## config.mk

```make
export PLATFORM = sky130hd
export DESIGN_NAME = fetch_unit
export DESIGN_NICKNAME = d
export VERILOG_FILES = /design/src/rtl/siaa_pkg.sv /design/src/rtl/branch_lut.sv /design/src/rtl/fetch_unit.sv
export SDC_FILE = /design/constraint.sdc
export NUM_CORES = 1
export LEC_CHECK = 0
export BUFFER_PORTS_ARGS = -buffer_cell sky130_fd_sc_hd__clkbuf_2
export CAP_MARGIN = 20
export CELL_PAD_IN_SITES_DETAIL_PLACEMENT = 0
export CELL_PAD_IN_SITES_GLOBAL_PLACEMENT = 2
export CORE_ASPECT_RATIO = 1.25
export CORE_MARGIN = 4
export CORE_UTILIZATION = 32
export DETAILED_ROUTE_END_ITERATION = 12
export GPL_TIMING_DRIVEN = 1
export PLACE_DENSITY = 0.95
export SLEW_MARGIN = 40
export SYNTH_ARGS = -nofsm -noshare
export SYNTH_HDL_FRONTEND = slang
export SYNTH_HIERARCHICAL = 1
export SYNTH_SLANG_ARGS = --single-unit
```

## constraint.sdc

```tcl
create_clock -name clk -period 3.7 [get_ports clk]
set_input_delay 0.555 -clock clk [delete_from_list [all_inputs] [get_ports clk]]
set_output_delay 0.555 -clock clk [all_outputs]
set_load 0.005 [all_outputs]
```

## src/rtl/siaa_pkg.sv

```systemverilog
// rtl/siaa_pkg.sv - shared types and constants for the SIAA fetch stage
package siaa_pkg;

    localparam int LUT_W = 10;

    typedef enum logic [1:0] {
        IDLE,
        RUN,
        DONE
    } fetch_state_t;

    localparam logic [3:0] OP_BR    = 4'b1100;
    localparam logic [3:0] OP_J     = 4'b1101;
    localparam logic [2:0] IOP_HALT = 3'b110;

    // Branch/jump targets indexed by instr[7:4]; also read by the LUTA datapath.
    localparam logic [LUT_W-1:0] BRANCH_LUT [16] = '{
        10'd0,   10'd20,  10'd40,  10'd60,
        10'd80,  10'd100, 10'd120, 10'd140,
        10'd160, 10'd180, 10'd200, 10'd220,
        10'd240, 10'd260, 10'd280, 10'd300
    };

endpackage

```

## src/rtl/branch_lut.sv

```systemverilog
// rtl/branch_lut.sv - combinational branch-target lookup
module branch_lut
    import siaa_pkg::*;
#(
    parameter int PC_W = 10
) (
    input  logic [3:0]      idx,
    output logic [PC_W-1:0] target
);

    assign target = PC_W'(BRANCH_LUT[idx]);

endmodule

```

## src/rtl/fetch_unit.sv

```systemverilog
// rtl/fetch_unit.sv - program counter, instruction fetch, branch resolve and run control
module fetch_unit
    import siaa_pkg::*;
#(
    parameter int PC_W  = 10,
    parameter int CNT_W = 16
) (
    input  logic             clk,
    input  logic             reset,
    input  logic             start,
    input  logic [PC_W-1:0]  startAddr,
    input  logic [8:0]       imemData,
    input  logic             ctrlBranch,
    input  logic             brCond,
    input  logic             stall,
    output logic [PC_W-1:0]  imemAddr,
    output logic [8:0]       instr,
    output logic             valid,
    output logic             done,
    output logic [CNT_W-1:0] instCnt
);

    fetch_state_t     state_q, state_d;
    logic [PC_W-1:0]  pc_q, pc_d;
    logic [CNT_W-1:0] cnt_q, cnt_d;
    logic [PC_W-1:0]  target;
    logic             is_halt;
    logic             take;
    logic             running;

    branch_lut #(.PC_W(PC_W)) u_lut (
        .idx    (instr[7:4]),
        .target (target)
    );

    assign running  = (state_q == RUN);
    assign imemAddr = pc_q;
    assign instr    = running ? imemData : 9'h000;
    assign done     = (state_q == DONE);
    assign instCnt  = cnt_q;
    // Gated with reset so nothing downstream can write while reset is asserted.
    assign valid    = running & ~stall & ~reset;

    assign is_halt = instr[8] & (instr[2:0] == IOP_HALT);
    assign take    = ctrlBranch & ((instr[0] == OP_J[0]) | brCond);

    always_ff @(posedge clk or posedge reset) begin
        if (reset) begin
            state_q <= IDLE;
            pc_q    <= '0;
            cnt_q   <= '0;
        end else begin
            state_q <= state_d;
            pc_q    <= pc_d;
            cnt_q   <= cnt_d;
        end
    end

    always_comb begin
        state_d = state_q;
        pc_d    = pc_q;
        cnt_d   = cnt_q;
        case (state_q)
            IDLE, DONE: begin
                if (start) begin
                    state_d = RUN;
                    pc_d    = startAddr;
                    cnt_d   = '0;
                end
            end
            RUN: begin
                // Stall outranks both HALT and jump: the instruction is simply held.
                if (!stall) begin
                    cnt_d = (&cnt_q) ? cnt_q : cnt_q + 1'b1;
                    if (is_halt) begin
                        state_d = DONE;
                    end else if (take) begin
                        pc_d = target;
                    end else begin
                        pc_d = pc_q + 1'b1;
                    end
                end
            end
            default: state_d = IDLE;
        endcase
    end

endmodule

```

# == Word-level counts from Yosys, hierarchy flattened ==
# Memory sizes are Yosys's and may differ from the RTL's.
# Cells that the tools add are included.
# Widths: inputs -> output; s select.
# totals
out_inout_bits,37
latchBits,0
register_bits,28
mem_bits_rw,0
input_bits,25
mem_bits_ro,160
n_memories,1
wordCells,46
# classes
n_shift,0
n_mul,0
bitwise,8
muxes,16
order_cmp,1
n_reduce_logical,7
n_div,0
add_sub_neg,2
n_eq_ne,8
# mem_list
memory,depth,width,rd,rd_clocked_by_memory_dff,write_ports,line,source
(no name shown),16,10,1,0,0,branch_lut.sv:11,assign target = PC_W'(BRANCH_LUT[idx]);
# op_table
op,count
$mux 10,6
$mux 16,3
$pmux 16 s2,1
$pmux 10 s2,1
$add 16x1->16 const B,1
$reduce_and 16->1,1
$add 10x1->10 const B,1
$ne 2x2->1 const B,5
$mux 9,1
$reduce_and 4->1,2
$mux 2,3
$ge 5x5->1 const B,1
$not 4->5,1
$and 1x1->1,4
$pmux 2 s2,1
$eq 3x3->1 const B,1
$reduce_and 3->1,1
$eq 2x1->1 const B,1
$eq 2x2->1 const B,1
$logic_not 2->1,1
$not 1->1,2
$reduce_bool 2->1,1
$reduce_or 2->1,1
$or 1x1->1,1

# == Logic depth before layout (Yosys ltp) ==
# Gate-level depths: netlist of run 1.
# depth
word_depth,10
mapped_depth,11
ltp_nobuf,10

# == Hierarchy ==
# Netlist of run 1, hierarchy kept.
# modules_own_cells
module,instances,cells_each,seq_area_each_um2,area_per_inst_um2
fetch_unit,1,214,700.7,1841.8
branch_lut,1,21,0.0,161.4

# == Least setup slack after synthesis of run 1 ==
# OpenSTA, ideal clock, no wires.
# synth_timing
path_kind,register -> register
start,register state_q[0]
end,"register pc_q[6], in the netlist imemAddr[6]"
path_stages_with_launch,11
required_time_ps,3579
synth_period_minus_slack_ps,2224
arrival_ps,2103
setup_ps,121
path_slack_ps,1476
path_buffers,1
path_cell_list,dfrtp_1 nor2b_1 clkbuf_1 and2_1 inv_1 ha_1 nand2b_1 a32o_2 o21ai_0 a21oi_1 o22a_1
# synth_between
elab_chain_len,10
elab_cells_between_ends,22
cone_classes,eq/ne (6); mux (7); bitwise (4); reduce/logical (4); memory (1)
# synth_lines
item,line,source
start: declaration,fetch_unit.sv:23,"fetch_state_t state_q, state_d;"
start signal: assignment,fetch_unit.sv:53,state_q <= state_d;
$eq 2x1->1,fetch_unit.sv:36,assign running = (state_q == RUN);
$mux 9,fetch_unit.sv:38,assign instr = running ? imemData : 9'h000;
via instr[4],fetch_unit.sv:17,"output logic [8:0] instr,"
$not 4->5 (not written as such),branch_lut.sv:11,
$mem_v2 16x10,--,
$mux 10 (not written as such) (2 in series),branch_lut.sv:11,
via target[6],fetch_unit.sv:26,logic [PC_W-1:0] target;
$mux 10,fetch_unit.sv:77,end else if (take) begin
$mux 10,fetch_unit.sv:75,if (is_halt) begin
$mux 10,fetch_unit.sv:73,if (!stall) begin
$pmux 10 s2,fetch_unit.sv:63,case (state_q)
end signal: assignment,fetch_unit.sv:54,pc_q <= pc_d;
end: declaration,fetch_unit.sv:24,"logic [PC_W-1:0] pc_q, pc_d;"
# The timed path passes the listed nets, and every way through them passes these cells. The select of a mux whose other input is x is not followed.
# A chain may end at the register's enable or synchronous reset.

# == Final worst setup path of run 1 ==
# layout_timing
start,register state_q[0]
end,output port instr[6]
# layout_between
elab_chain_len,2
# layout_lines
item,line
$eq 2x1->1,fetch_unit.sv:36
$mux 9,fetch_unit.sv:38
end: declaration,fetch_unit.sv:17
# No other way between the ends.

==> metrics.md, run 1 <==
| Metric | Value |
|---|---|
| Clock period minus worst slack | `approximately 2.4 ns` |
| Synth area leaders | `dfrtp_1, nand2_1, nor2_1` |
| Worst hold path type | `input port to asynchronous set/reset pin` |
| CTS Root Cell | `clkbuf_8` |
| IO Count | `62` |
| Critical Path Max Stage Delay | `0.51 ns` |
| Top-area cell type share of the netlist area | `35.0%` |
| Post-CTS sizing | `0` |
| Hold-fix buffers, CTS | `0` |
| Global route overflow | `0` |
| Post-synth top flop | `dfrtp_1` |
| Largest net degree at the start of global routing | `21` |
| Core area | `between 5000 and 6000 µm²` |
| Row count | `31` |
| Post-Syn Area | `between 2000 and 2500 µm²` |
| Final Wtd Congestion | `0.824` |
| Setup ws final | `1.29 ns` |
| Ys Warns | `6` |
| CTS Buf Count | `3` |
| Routed WL per cell | `between 10 and 15 µm` |
| Tot GR Track Use | `between 10% and 20%` |
| Via density | `a little over 5` |
| Status | `finished, final reports clean` |
| Setup bufs post-CTS | `0` |
| Final wirelength | `about 5500 µm` |
| CP max stage cell | `dfrtp_1` |
| Clk slew on worst S/H paths | `0.11 ns` |
| Cell Pwr Density | `between 600 and 700 nW/µm²` |
| Largest fanout on the critical path | `20` |
| Finish-stage setup viols | `0` |
| Static leakage | `~0.0011 µW` |
| DRC viols | `0` |
| Yosys top cell by area | `dfrtp_1` |
| ANT cells | `0` |
| CTS tree | `built` |
| Max Clock Skew | `~0.016 ns` |
| Top post-synthesis cells by count | `dfrtp_1, nand2_1, nor2_1` |
| Clock Latency Late Sink | `roughly 0.28 ns` |
| Worst ir drop on vdd | `roughly 0.34 mV` |
| Initial core utilization | `33.8%` |
| Seq/Total Area, Yosys | `a little over a third` |
| Via count | `about 1900` |
| Layout cells sized above 1 | `between 20% and 30%` |
| Pre-CTS worst setup slack | `between 1 and 1.5 ns` |
| Slew Limit Fails | `0` |
| CP startpoint kind | `register` |
| Fraction of registers with async set/reset | `between 90% and 100%` |
| Syn avg cell area | `between 8 and 9 µm²` |
| Hpwl dp | `~4200 µm` |
| Setup tns final | `0 ns` |
| Final Hold Fails | `0` |
| Htree depth | `1` |
| Crit. End Element | `output port` |
| Initial antenna violation count | `0` |
| First-pass GRT wire length | `9210 µm` |
| Max-cap violation count | `0` |
| Post-synth EDFFs | `0` |
| Worst EP required | `about 3.1 ns` |
| Most numerous cell in the Yosys netlist | `dfrtp_1` |
| Die Area | `roughly 7600 µm²` |
| DRT Pass-1 Iters | `4` |
| CP cell instances | `nor2b_1 -> buf_4 -> and2_1 -> clkbuf_2` |
| Buffers on Ports | `~60` |
| Die Width | `between 70 and 80 µm` |
| Nets | `around 320` |
| Bufs and invs on worst path | `2` |
| Flops & latches, synth | `28` |
| DR iter-0 viols | `a little under 100` |
| Fin crit share | `around 65%` |
| Fmax | `414 MHz` |
| Arrival @ worst endpoint | `1.86 ns` |
| Critical path class | `register to output port` |
| Vias in the first global route | `1900` |
| Die Y | `96.5 µm` |
| Worst slew pin tran | `~0.58 ns` |
| Cells after synthesis | `~240` |
| RSZ-0062 raised after global routing | `false` |
| Synth cell types | `57` |
| CTS Buffer Depth | `2` |
| Antenna-violating nets left | `0` |
| P&R area growth vs syn | `20.7%` |
| Headroom to the max-slew limit | `between 60% and 70%` |
| Critical path's top delay family | `simple AND/OR/NAND/NOR gates` |
| CTS Sinks | `28` |
-- layer usage --
metal  vias up  routed length [µm]  global-route usage, %
li1        957                   -                      -
met1       911                2470                   19.1
met2        46                2720                   26.8
met3         6                 189                   1.48
met4         0                  92                   5.10
met5         -                   0                      0
-- layout by cell type (no fill, tap or decap), drive strengths merged, types with 5 or more instances in the layout --
cell	instances
and2	8
xnor2	8
nand3	12
o21ai	14
nand2	27
clkbuf	64
nor3	6
nand4	7
dfrtp	28
a21oi	10
xor2	6
ha	5
a31oi	6
inv	7
nor2	23
nand2b	5
-- power by group --
part	switching, µW	internal, µW	leakage [µW]	total, µW
Combinational	394	319	0.000715	712
Sequential	126	386	0.000359	512
Clock	106	145	0.0000357	251
Total	625	850	0.00111	1470
-- area by class of cell --
| type | count | area (µm²) |
|---|---|---|
| clock buffers | 3 | 41.3 |
| well taps | 82 | 103 |
| clock inverters | 1 | 30.0 |
| fillers | 621 | 3520 |
| inverters | 7 | 26.3 |
| multi-input cells | 188 | 1200 |
| flip-flops and latches | 28 | 701 |
| repair buffers | 63 | 320 |
-- cells by family after synthesis --
family                     synth area share (%)
AOI/OAI and AO/OA                          21.7
xor gates and xnor gates                   6.12
adders and majority gates                  3.12
buffers and inverters                      5.68
DFF                                        35.0
muxes                                     0.999
other                                     0.187
and+or+nand+nor                            27.2
-- registers in the layout, summed over array words and instances (netlist names) --
register / cells
instCnt: 16
imemAddr: 10
state_q: 2
-- final timing paths --
| kind | slack, ns | endpoint | startpoint | depth (start not counted) |
|---|---|---|---|---|
| worst max-delay path | 1.29 | instr[6] | state_q[0] | 4 |
| worst min register to register | 0.54 | instCnt[8] | instCnt[8] | 1 |
| max in group asynchronous | 2.87 | imemAddr[5] | reset | 3 |
| worst min-delay path | 0.21 | instCnt[7] | reset | 2 |
| min in group clk | 0.51 | imemAddr[9] | startAddr[9] | 3 |
| worst max register to register | 1.35 | imemAddr[6] | state_q[0] | 9 |
-- per-stage QoR --
step / hold slack [ns] / area (µm²) / cells / utilization, % / power [µW]
finish: 0.214 / 2420 / 372 / 40.7 / 1470
global route: 0.245 / 2420 / 372 / 40.7 / 1610
CTS: 0.239 / 2420 / 372 / 40.7 / 1490
detailed placement: 0.532 / 2350 / 368 / 39.5 / 1240
global placement: 0.529 / 2350 / 368 / 39.5 / 1230
floorplan: 0.510 / 2010 / 237 / - / 1010
(Power assumes the default switching activity.)
==> inputs of run 2 (changes only) <==
--- a/config.mk
+++ b/config.mk
@@ -11,10 +11,10 @@
 export CELL_PAD_IN_SITES_GLOBAL_PLACEMENT = 2
 export CORE_ASPECT_RATIO = 1.25
 export CORE_MARGIN = 4
-export CORE_UTILIZATION = 32
+export CORE_UTILIZATION = 29
 export DETAILED_ROUTE_END_ITERATION = 12
 export GPL_TIMING_DRIVEN = 1
-export PLACE_DENSITY = 0.95
+export PLACE_DENSITY = 0.89
 export SLEW_MARGIN = 40
 export SYNTH_ARGS = -nofsm -noshare
 export SYNTH_HDL_FRONTEND = slang
==> constraint.sdc (replaced) <==
create_clock -name clk -period 2.5 [get_ports clk]
set_input_delay 0.375 -clock clk [delete_from_list [all_inputs] [get_ports clk]]
set_output_delay 0.375 -clock clk [all_outputs]
set_load 0.005 [all_outputs]
==> run 2 against run 1 <==
  * Largest cell class unchanged
  * Clock power grew 16%
  * Critical path depth grew 5
  * Cell count grew 2.4%
  * Core utilization shrank 4.1 points
  * First-iteration DRC count grew 2.0%
  * Largest power group unchanged
==> metrics.md, run 2 (synthesized netlist as in run 1, its figures left out) <==
| Metric | Value |
|---|---|
| Layout cells sized above 1 | `approximately 27%` |
| Arrival @ worst endpoint | `around 2.5 ns` |
| Setup bufs post-CTS | `0` |
| Initial antenna violation count | `0` |
| Routed WL per cell | `~15 µm` |
| Worst slew pin tran | `about 0.6 ns` |
| Cell Pwr Density | `roughly 880 nW/µm²` |
| Commonest non-fill, non-tap cell in the layout | `clkbuf_2` |
| Clk slew on worst S/H paths | `roughly 0.10 ns` |
| Row count | `33` |
| First-pass GRT wire length | `9430 µm` |
| Initial core utilization | `between 30% and 40%` |
| Status | `finished, final reports clean` |
| Fin util | `36.7%` |
| DRC viols | `0` |
| Fin crit share | `just over 90%` |
| Finish-stage setup viols | `0` |
| Multi-input gate area | `1200 µm²` |
| Critical Path Max Stage Delay | `0.48 ns` |
| CP cell instances | `nor2b_1 -> and2_1 -> inv_1 -> ha_1 -> nand2b_1 -> a32o_2 -> o21ai_0 -> a21oi_1 -> o22a_1` |
| Vias in the first global route | `~1900` |
| Hold-fix buffers, CTS | `0` |
| Hpwl dp | `roughly 4500 µm` |
| Critical path class | `register to register` |
| Crit. End Element | `register` |
| ANT cells | `0` |
| Final Wtd Congestion | `between 0.8 and 0.9` |
| Setup tns final | `0 ns` |
| FF/Latch Area | `between 700 and 800 µm²` |
| CP startpoint kind | `register` |
| Filler cells | `about 720` |
| Reg2reg setup slack | `0.21 ns` |
| Headroom to the max-slew limit | `between 60% and 70%` |
| Static leakage | `between 0.001 and 0.0015 µW` |
| Slew Limit Fails | `0` |
| Largest net degree at the start of global routing | `29` |
| Max FFs per register | `16` |
| CTS Sinks | `28` |
| Max Clock Skew | `between 0.002 and 0.0025 ns` |
| Via density | `roughly 5.0` |
| RSZ-0062 raised after global routing | `false` |
| Max-cap violation count | `0` |
| Finished Layout Cells | `381` |
| Die Area | `8310 µm²` |
| CTS Root Cell | `clkbuf_8` |
| Htree depth | `1` |
| Via count | `roughly 1900` |
| Core area | `about 6600 µm²` |
| Clock Latency Late Sink | `0.27 ns` |
| CP max stage cell | `dfrtp_1` |
| IO Count | `62` |
| Post-CTS sizing | `0` |
| Die Width | `roughly 82 µm` |
| Worst ir drop on vdd | `0.362 mV` |
| Final wirelength | `5720 µm` |
| Setup ws final | `about 0.21 ns` |
| Worst hold path type | `input port to asynchronous set/reset pin` |
| R2R cell count | `9` |
| Die Y | `slightly above 100 µm` |
| CTS tree | `built` |
| Commonest non-fill, non-tap cells in the layout | `clkbuf_2, dfrtp_1, nand2_1` |
| Worst EP required | `2.68 ns` |
| Tot GR Track Use | `~14%` |
| P&R area growth vs syn | `21.7%` |
| Clock period minus worst slack | `between 2 and 2.5 ns` |
| CTS Buf Count | `3` |
| Largest fanout on the critical path | `9` |
| Final Hold Fails | `0` |
| Placed cells | `about 380` |
| DR iter-0 viols | `just over 100` |
| Global route overflow | `0` |
| Worst reg2reg endpoint | `imemAddr[6]` |
| Fmax | `~440 MHz` |
| Antenna-violating nets left | `0` |
| Pre-CTS worst setup slack | `~0.24 ns` |
| Reg2reg start | `state_q[0]` |
| DRT Pass-1 Iters | `4` |
| Nets | `325` |
| CTS Buffer Depth | `2` |
| Buffers on Ports | `61` |
## run 2: cell count changes in the layout (fill, tap and decap cells not counted), sizes merged
cell    before  now
buf          2    6
bufinv       1    0
clkbuf      64   65
## run 2: worst max path at each step
stage	startpoint	end	slack [ns]	cells past startpoint
6_report	state_q[0]	imemAddr[6]	0.21	9
5_1_grt	state_q[0]	imemAddr[6]	0.07	9
4_1_cts	state_q[0]	imemAddr[6]	0.22	9
3_5_place_dp	state_q[0]	imemAddr[6]	0.24	9
3_3_place_gp	state_q[0]	imemAddr[6]	0.32	9
2_1_floorplan	state_q[0]	imemAddr[6]	0.28	10
## run 2: metrics by stage
stage               hold WS [ns]  power [µW]  cell area, µm²
floorplan                  0.440        1490            2010
global route               0.183        2340            2440
CTS                        0.155        2160            2440
detailed placement         0.465        1860            2380
finish                     0.149        2130            2440
global placement           0.463        1860            2380
## run 2: layout make-up
| type | count | area share (%) |
|---|---|---|
| Multi-Input combinational cell | 188 | 49.1 |
| Timing Repair Buffer | 67 | 14.4 |
| Sequential cell | 28 | 28.7 |
| Inverter | 7 | 1.08 |
| Tap cell | 87 | 4.47 |
| Clock buffer | 4 | 2.26 |
## run 2: layer usage
metal	track usage (%)	vias up	share of wire, %
met5	0	-	0
met4	4.09	0	0.63
met3	1.16	2	3.8
met2	24.6	46	51
met1	19.0	901	44
li1	-	966	-
## run 2: power breakdown
| group | leakage (µW) | switching [µW] | internal, µW |
|---|---|---|---|
| clock | 0.0000288 | 149 | 141 |
| sequential | 0.000359 | 184 | 571 |
| combinational | 0.000736 | 601 | 489 |
## run 2: critical path, delay by kind of cell (launching register included)
kind	cells	cell delay (ns)
flops	1	0.48
buf+inv	1	0.07
compound gates	4	0.66
fa+ha+maj	1	0.20
simple gates	3	0.78
==> inputs of run 3 (changes only) <==
--- a/config.mk
+++ b/config.mk
@@ -13,10 +13,9 @@
 export CORE_MARGIN = 4
 export CORE_UTILIZATION = 29
 export DETAILED_ROUTE_END_ITERATION = 12
-export GPL_TIMING_DRIVEN = 1
-export PLACE_DENSITY = 0.89
+export GPL_TIMING_DRIVEN = 0
+export PLACE_DENSITY = 0.9
 export SLEW_MARGIN = 40
 export SYNTH_ARGS = -nofsm -noshare
 export SYNTH_HDL_FRONTEND = slang
-export SYNTH_HIERARCHICAL = 1
 export SYNTH_SLANG_ARGS = --single-unit
==> run 3 against run 2 <==
  * Sequential share of layout area increased by 1.4 points
  * Cell area decreased by 4.7%
  * Die area decreased by 6.3%
  * Fmax increased by 8.1%
  * First-iteration DRC count decreased by 39%
  * Largest cell class unchanged
  * Largest power group unchanged
==> metrics.md, run 3 <==
| Metric | Value |
|---|---|
| Status | `finished, final reports clean` |
| Fmax | `473 MHz` |
| Routed WL per cell | `14.6 µm` |
| Fin crit share | `a little over four fifths` |
| Critical path class | `register to output port` |
| Post-CTS sizing | `0` |
| Tot GR Track Use | `approximately 14%` |
| Via density | `about 4.9` |
| Flops & latches, synth | `28` |
| Core area | `6210 µm²` |
| Worst hold path type | `input port to asynchronous set/reset pin` |
| Max-cap violation count | `0` |
| Pre-CTS worst setup slack | `between 0.5 and 0.6 ns` |
| Max Clock Skew | `about 0.0086 ns` |
| Finish-stage setup viols | `0` |
| DRC viols | `0` |
| CTS tree | `built` |
| Setup tns final | `0 ns` |
| CTS Sinks | `28` |
| Setup ws final | `just under 0.4 ns` |
| Vias in the first global route | `around 1800` |
| Htree depth | `1` |
| IO Count | `slightly above 60` |
| Seq/Total Area, Yosys | `37.6%` |
| Largest net degree at the start of global routing | `29` |
| Via count | `1798` |
| Slew Limit Fails | `0` |
| Die Width | `around 80 µm` |
| Filler cells | `approximately 670` |
| Commonest non-fill, non-tap cells in the layout | `clkbuf_2, nor2_1, dfrtp_1` |
| Yosys top cell by area | `dfrtp_1` |
| Static leakage | `0.00107 µW` |
| Final Wtd Congestion | `roughly 0.8` |
| DRT Pass-1 Iters | `4` |
| DR iter-0 viols | `62` |
| Cells after synthesis | `216` |
| CTS Root Cell | `clkbuf_8` |
| Final Hold Fails | `0` |
| Crit. End Element | `output port` |
| Post-Syn Area | `approximately 1900 µm²` |
| Ys Warns | `0` |
| Synth area leaders | `dfrtp_1, xnor2_1, nor2_1` |
| Initial core utilization | `~30%` |
| Arrival @ worst endpoint | `1.74 ns` |
| Finished Layout Cells | `~360` |
| P&R area growth vs syn | `24.5%` |
| Commonest non-fill, non-tap cell in the layout | `clkbuf_2` |
| Clock period minus worst slack | `2.11 ns` |
| Reg2reg start | `instCnt[0]` |
| Setup bufs post-CTS | `0` |
| Layout cells sized above 1 | `between 20 and 30%` |
| Reg2reg setup slack | `~0.58 ns` |
| Syn avg cell area | `roughly 8.6 µm²` |
| Hold-fix buffers, CTS | `0` |
| Fraction of registers with async set/reset | `100%` |
| Placed cells | `360` |
| Final wirelength | `approximately 5300 µm` |
| Nets | `about 310` |
| Top-area cell type share of the netlist area | `between 30% and 40%` |
| RSZ-0062 raised after global routing | `false` |
| Synth Net Count | `~240` |
| Die Y | `slightly below 100 µm` |
| Top post-synthesis cells by count | `nor2_1, dfrtp_1, nand2_1` |
| Initial antenna violation count | `0` |
| Worst ir drop on vdd | `approximately 0.42 mV` |
| CTS Buffer Depth | `2` |
| CP startpoint kind | `register` |
| ANT cells | `0` |
| Clock Latency Late Sink | `~0.28 ns` |
| CTS Buf Count | `3` |
| Worst slew pin tran | `about 0.63 ns` |
| Buffers on Ports | `between 50 and 60` |
| R2R cell count | `7` |
| Synth cell types | `45` |
| Worst EP required | `2.12 ns` |
| Most numerous cell in the Yosys netlist | `nor2_1` |
| Clk slew on worst S/H paths | `between 0.1 and 0.15 ns` |
| Post-synth EDFFs | `0` |
| Largest fanout on the critical path | `10` |
| Post-synth top flop | `dfrtp_1` |
| First-pass GRT wire length | `8740 µm` |
| Antenna-violating nets left | `0` |
| Headroom to the max-slew limit | `between 50% and 60%` |
| Global route overflow | `0` |
| Cell Pwr Density | `between 800 and 900 nW/µm²` |
| Hpwl dp | `between 4000 and 5000 µm` |
| Worst reg2reg endpoint | `instCnt[10]` |
| Die Area | `~8000 µm²` |
| Row count | `32` |
| Max FFs per register | `16` |
run 3: cell families (layout without fill, tap and decap cells):
kind of cell / count (synthesis) / count (layout) / synth area share (%)
mux: 1 / 1 / 0.604
compound gates: 44 / 44 / 15.3
xor+xnor: 20 / 20 / 9.39
flops: 28 / 28 / 37.6
simple gates: 104 / 104 / 31.7
buf+inv: 17 / 80 / 4.09
fa+ha+maj: 2 / 2 / 1.34
run 3: critical path, stage by stage, from the launching register on:
cell and delay (ns):
dfrtp_1 0.45, nand2b_1 0.25, clkbuf_1 0.29, nor3_1 0.29, clkbuf_2 0.17
run 3: layout make-up:
cell class | count | area (µm²) | share of cell area, %
clock buffer | 4 | 55.1 | 2.37
buffer | 11 | 53.8 | 2.32
multi-input combinational | 171 | 1090 | 46.9
tap | 85 | 106 | 4.58
sequential | 28 | 701 | 30.2
inverter | 6 | 22.5 | 0.970
timing repair buffer | 59 | 295 | 12.7
run 3: worst max-delay path by stage:
| stage | slack [ns] | cells after the start | to | from |
|---|---|---|---|---|
| final | 0.39 | 4 | valid | state_q[1] |
| after global placement | 0.61 | 7 | instCnt[7] | instCnt[0] |
| after CTS | 0.34 | 4 | valid | state_q[1] |
| after global routing | 0.15 | 4 | valid | state_q[1] |
| after detailed placement | 0.58 | 7 | instCnt[7] | instCnt[0] |
| after floorplan | 0.83 | 7 | instCnt[9] | instCnt[0] |
run 3: power breakdown:
part           switching (µW)  internal [µW]
clock                     154            141
combinational             497            402
sequential                171            570
total                     822           1110
run 3: metal layers:
layer  vias up  track usage [%]  part of all wire (%)
met2        36             25.9                    53
met3         5             1.86                   3.8
met5         -                0                     0
met1       864             16.4                    42
met4         0             4.16                   1.0
li1        893                -                     -
run 3: per-stage QoR:
step / instance area, µm² / power, µW / util (%) / hold slack [ns]
3_5_place_dp: 2270 / 1660 / 36.5 / 0.515
2_1_floorplan: 1870 / 1300 / - / 0.440
4_1_cts: 2320 / 1960 / 37.4 / 0.207
6_report: 2320 / 1940 / 37.4 / 0.170
3_3_place_gp: 2270 / 1650 / 36.5 / 0.522
5_1_grt: 2320 / 2110 / 37.4 / 0.232
